<file path="config.mk">
export PLATFORM = sky130hd
export DESIGN_NAME = wb_pipe_interface
export DESIGN_NICKNAME = d
export VERILOG_FILES = /design/src/rtl/wb_pipe_pkg.sv /design/src/rtl/wb_pipe_interface_resp_pipe.sv /design/src/rtl/wb_pipe_interface.sv
export SDC_FILE = /design/constraint.sdc
export NUM_CORES = 1
export LEC_CHECK = 0
export BUFFER_PORTS_ARGS = -buffer_cell sky130_fd_sc_hd__buf_2
export CAP_MARGIN = 20
export CORE_ASPECT_RATIO = 1.25
export CORE_MARGIN = 10
export CORE_UTILIZATION = 26
export CTS_CLUSTER_DIAMETER = 100
export DETAILED_ROUTE_END_ITERATION = 6
export GPL_ROUTABILITY_DRIVEN = 0
export PLACE_DENSITY = 0.81
export SYNTH_ARGS = -nofsm -noshare
export SYNTH_HDL_FRONTEND = slang
export SYNTH_SLANG_ARGS = --single-unit
</file>
<file path="constraint.sdc">
create_clock -name clk_i -period 2.05 [get_ports clk_i]
set_input_delay 0.3075 -clock clk_i [delete_from_list [all_inputs] [get_ports clk_i]]
set_output_delay 0.3075 -clock clk_i [all_outputs]
set_load 0.01 [all_outputs]
</file>
<file path="src/rtl/wb_pipe_pkg.sv">
// Shared types and default parameters for the pipelined Wishbone slave
// front-end and its response pipeline.
package wb_pipe_pkg;

   localparam int unsigned DEF_DATA_W          = 32;
   localparam int unsigned DEF_ADDR_W          = 32;
   localparam int unsigned DEF_READ_LATENCY    = 1;
   localparam int unsigned DEF_MAX_OUTSTANDING = 4;

   // One response slot: valid marks a pending answer, err selects err over ack.
   typedef struct packed {
      logic valid;
      logic err;
   } stage_t;

endpackage : wb_pipe_pkg

</file>
<file path="src/rtl/wb_pipe_interface_resp_pipe.sv">
// Fixed-latency response shift register; a read tag travels alongside each
// slot so the top level knows whether to return memory data.
module wb_resp_pipe
   import wb_pipe_pkg::*;
#(
   parameter int unsigned LATENCY = DEF_READ_LATENCY
) (
   input  logic   clk_i,
   input  logic   rst_ni,
   input  logic   flush_i,
   input  stage_t in_i,
   input  logic   in_rd_i,
   output stage_t last_o,
   output logic   last_rd_o
);

   stage_t [LATENCY-1:0] stage_q, stage_d;
   logic   [LATENCY-1:0] rd_q, rd_d;

   generate
      if (LATENCY == 1) begin : g_one
         always_comb begin
            stage_d = in_i;
            rd_d    = in_rd_i;
            if (flush_i) begin
               stage_d = '0;
               rd_d    = '0;
            end
         end
      end else begin : g_multi
         always_comb begin
            stage_d = {stage_q[LATENCY-2:0], in_i};
            rd_d    = {rd_q[LATENCY-2:0], in_rd_i};
            if (flush_i) begin
               stage_d = '0;
               rd_d    = '0;
            end
         end
      end
   endgenerate

   always_ff @(posedge clk_i or negedge rst_ni) begin
      if (!rst_ni) begin
         stage_q <= '0;
         rd_q    <= '0;
      end else begin
         stage_q <= stage_d;
         rd_q    <= rd_d;
      end
   end

   assign last_o    = stage_q[LATENCY-1];
   assign last_rd_o = rd_q[LATENCY-1];

endmodule : wb_resp_pipe

</file>
<file path="src/rtl/wb_pipe_interface.sv">
// Wishbone B4 pipelined slave bridging to a fixed-latency memory port, with
// address range checking and an outstanding-request limit.
module wb_pipe_interface
   import wb_pipe_pkg::*;
#(
   parameter int unsigned       DATA_W          = DEF_DATA_W,
   parameter int unsigned       ADDR_W          = DEF_ADDR_W,
   parameter int unsigned       READ_LATENCY    = DEF_READ_LATENCY,
   parameter int unsigned       MAX_OUTSTANDING = DEF_MAX_OUTSTANDING,
   parameter logic [ADDR_W-1:0] ADDR_LIMIT      = '1
) (
   input  logic                  clk_i,
   input  logic                  rst_ni,
   input  logic [ADDR_W-1:0]     wb_adr_i,
   input  logic [DATA_W-1:0]     wb_dat_i,
   input  logic                  wb_we_i,
   input  logic [DATA_W/8-1:0]   wb_sel_i,
   input  logic                  wb_stb_i,
   input  logic                  wb_cyc_i,
   output logic [DATA_W-1:0]     wb_dat_o,
   output logic                  wb_ack_o,
   output logic                  wb_err_o,
   output logic                  wb_stall_o,
   output logic [ADDR_W-1:0]     addr_o,
   output logic                  read_o,
   output logic                  write_o,
   output logic [DATA_W-1:0]     write_data_o,
   output logic [DATA_W/8-1:0]   sel_o,
   input  logic [DATA_W-1:0]     read_data_i
);

   localparam int unsigned CNT_W = $clog2(MAX_OUTSTANDING + 1);

   logic             in_range_c;
   logic             accept_c;
   logic             resp_c;
   logic             last_rd_c;
   stage_t           stage_in_c;
   stage_t           last_c;
   logic [CNT_W-1:0] cnt_q, cnt_d;

   // Stall comes only from the registered count, so a same-cycle retire never frees a slot early.
   assign wb_stall_o = rst_ni & (cnt_q == CNT_W'(MAX_OUTSTANDING));

   always_comb begin
      in_range_c       = (wb_adr_i <= ADDR_LIMIT);
      accept_c         = rst_ni & wb_cyc_i & wb_stb_i & ~wb_stall_o;
      stage_in_c.valid = accept_c;
      stage_in_c.err   = ~in_range_c;
   end

   assign read_o       = accept_c & in_range_c & ~wb_we_i;
   assign write_o      = accept_c & in_range_c & wb_we_i;
   assign addr_o       = wb_adr_i;
   assign write_data_o = wb_dat_i;
   assign sel_o        = wb_sel_i;

   wb_resp_pipe #(
      .LATENCY (READ_LATENCY)
   ) u_resp_pipe (
      .clk_i     (clk_i),
      .rst_ni    (rst_ni),
      .flush_i   (~wb_cyc_i),
      .in_i      (stage_in_c),
      .in_rd_i   (~wb_we_i),
      .last_o    (last_c),
      .last_rd_o (last_rd_c)
   );

   assign resp_c   = last_c.valid;
   assign wb_ack_o = last_c.valid & ~last_c.err & wb_cyc_i;
   assign wb_err_o = last_c.valid & last_c.err & wb_cyc_i;
   assign wb_dat_o = (wb_ack_o & last_rd_c) ? read_data_i : '0;

   // Outstanding count: dropping cyc abandons every pending response.
   always_comb begin
      cnt_d = cnt_q;
      if (!wb_cyc_i) begin
         cnt_d = '0;
      end else if (accept_c && !resp_c) begin
         cnt_d = cnt_q + CNT_W'(1);
      end else if (!accept_c && resp_c && (cnt_q != '0)) begin
         cnt_d = cnt_q - CNT_W'(1);
      end
   end

   always_ff @(posedge clk_i or negedge rst_ni) begin
      if (!rst_ni) begin
         cnt_q <= '0;
      end else begin
         cnt_q <= cnt_d;
      end
   end

endmodule : wb_pipe_interface
</file>
==> summary.json <==
{
  "global_routing": {
    "grt_use_met3": 0.0575,
    "global_route.usage.total": 0.0814,
    "first_global_vias": 991,
    "global_route.usage.met1": 0.0630,
    "grt_first_pass_wirelength_mm": 4.91,
    "grt_start_max_net_pins": 27,
    "met2_usage": 0.126,
    "busiest_layer": "met2",
    "antenna_found_initial": 0,
    "grt_remaining_overflow": 0
  },
  "clock_tree": {
    "clk-insertion-delay-late_ns": 0.22,
    "numCtsBuffers": 3,
    "ctsLongestPathBuffers": 2,
    "cts_setup_buffers": 0,
    "clk_transition_reported_paths_ns": 0.03,
    "clkSinkCount": 5,
    "tritoncts": "yes",
    "root_buffer": "clkbuf_8",
    "htree_levels": 1
  },
  "finish": {
    "layout-area-overhead-vs-synth_pct": -2.13,
    "n_antenna_cell": 0,
    "final_core_utilization": 0.265,
    "most-common-layout-cells": "buf_2, and2_1, nor2_1",
    "design.final.nets": 261,
    "layout.cells.non_filler": 210,
    "drive_gt1_frac": 0.545,
    "most_common_cell_after_layout_fill_and_taps_aside": "buf_2"
  },
  "sta": {
    "fin_crit_sh": 0.931,
    "setup-violations-final": 0,
    "rsz0062_at_grt": "no",
    "achievable-frequency_mhz": 524,
    "holdWs_ns": 0.0198,
    "slew_violations": 0,
    "clock_period_minus_final_worst_setup_slack_ns": 1.91,
    "clock-skew-final_ns": 0.000398,
    "finalHoldViolCount": 0,
    "tns_ns": 0
  },
  "yosys": {
    "synth_warnings": 0,
    "postSynthNetCount": 255,
    "synth-seq-cells": 5,
    "synth.distinct_cells": 23,
    "avgSynthCellArea_um2": 7.50,
    "yosysSeqAreaShare": 0.112,
    "syn_inst": 149,
    "netlist_area_mm2": 0.00112
  },
  "placed_design": {
    "placedCellCount": 206,
    "detailedPlacementHpwl_mm": 2.82,
    "buffer_ports.inserted": 72
  },
  "worst_setup_path": {
    "critPathKind": "flop to flop",
    "worst-path-max-fanout": 6,
    "r2r_start": "cnt_q[1]",
    "rrSetupSlack_ns": 0.14,
    "ff2ff_path_depth": 6,
    "timing.rr.end": "cnt_q[1]",
    "startpoint_type": "flop",
    "cp_data_arrival_time_ns": 2.06,
    "critPathCaptureType": "flop",
    "worstPathRequired_ns": 2.20
  },
  "route": {
    "detailedRoute.firstIterationViolations": 12,
    "drt-total-wl_mm": 3.28,
    "firstDrtPassIters": 4,
    "remaining_drc_errors": 0,
    "wl_per_cell_um": 15.6,
    "route.detailed.vias_per_inst": 4.19,
    "routed-via-count": 880,
    "remaining_antenna_violation_count_after_routing": 0
  },
  "run_status": {
    "outcome": "completed"
  },
  "worst_hold_path": {
    "hp-class": "input port to async pin"
  },
  "pwr": {
    "ir_worst_vdd_v": 0.000427,
    "power.density_cell_area_mw_per_mm2": 388,
    "leakage_power_nw": 0.660,
    "power_uw": 424
  },
  "floorplanning": {
    "die-area_mm2": 0.00734,
    "ioPinCount": 210,
    "initial_core_util": 0.270,
    "die_w_um": 78.6,
    "placementRows": 26,
    "die_y_um": 93.3,
    "coreArea_mm2": 0.00413
  },
  "job": {
    "number_of_max_cap_violations": 0
  }
}
==> where the power goes <==
group	switching (mW)	internal [mW]	total (mW)
clock network	0.0482	0.133	0.182
logic	0.0590	0.0641	0.123
registers	0.0123	0.107	0.120
total	0.120	0.305	0.424
==> worst max-delay path, stage by stage (launching register included) <==
cell     delay, ns
dfrtp_2       0.43
nor2_1        0.18
a21o_4        0.18
nor2_1        0.05
fa_1          0.47
o41ai_2       0.36
a311o_1       0.16
==> per-stage QoR <==
step	cell area (um^2)	worst slack (ns)
6_report	1090	0.142
3_5_place_dp	1050	0.0790
2_1_floorplan	1120	0.203
5_1_grt	1090	0.0223
3_3_place_gp	1050	0.149
4_1_cts	1090	0.106
==> cells in the mapped netlist, drive strengths merged <==
master	instances	area, um^2
nor2b	1	6.26
nor3	2	10.0
fa	1	20.0
a21o	1	15.0
o22ai	1	6.26
a211o	1	8.76
o41ai	1	16.3
nand4b	1	8.76
nor2	5	18.8
inv	5	21.3
nand2	3	11.3
a311o	1	10.0
and3	4	25.0
o211ai	3	22.5
a21oi	4	20.0
buf	69	518
dfrtp	5	125
nand3	1	17.5
conb	1	3.75
o31ai	1	7.51
clkbuf	5	18.8
and2	33	206
==> per-layer routing <==
metal / wire length [um] / vias up / part of all wire
li1: - / 410 / -
met1: 974 / 360 / 0.30
met2: 1410 / 77 / 0.43
met3: 587 / 33 / 0.18
met4: 309 / 0 / 0.094
met5: 0 / - / 0
==> area by class of cell <==
type,instances,area (um^2)
Inverter,5,21.3
Fill cell,454,3040
Timing Repair Buffer,75,395
Tap cell,56,70.1
Clock buffer,4,45.0
Multi-Input combinational cell,65,435
Sequential cell,5,126
==> what timing repair did <==
item,4_1_cts,5_1_grt
endpoints found under the hold margin,0,0
setup endpoints to repair,0,22
gates resized for setup,0,2
hold buffers,0,0
==> kinds of logic after synthesis <==
group	after synthesis	share of synthesized area
compound gates	13	0.0952
fa+ha+maj	1	0.0179
simple gates	50	0.272
flops	5	0.112
other cells	1	0.00336
buf+inv	79	0.499
==> how the worst max path moves through the flow <==
| stage | from | to | slack (ns) | depth (start not counted) |
|---|---|---|---|---|
| floorplan | cnt_q[1] | cnt_q[1] | 0.20 | 6 |
| global placement | wb_cyc_i | cnt_q[1] | 0.15 | 7 |
| detailed placement | wb_cyc_i | cnt_q[1] | 0.08 | 7 |
| CTS | u_resp_pipe.last_o[1] | wb_dat_o[4] | 0.11 | 4 |
| global route | cnt_q[1] | cnt_q[1] | 0.02 | 6 |
| finish | cnt_q[1] | cnt_q[1] | 0.14 | 6 |
==> flip-flops by register name, indices dropped and copies added, names as in the netlist <==
signal	count
u_resp_pipe.last_o	1
cnt_q	3
u_resp_pipe.last_rd_o	1
(Power assumes the default switching activity.)
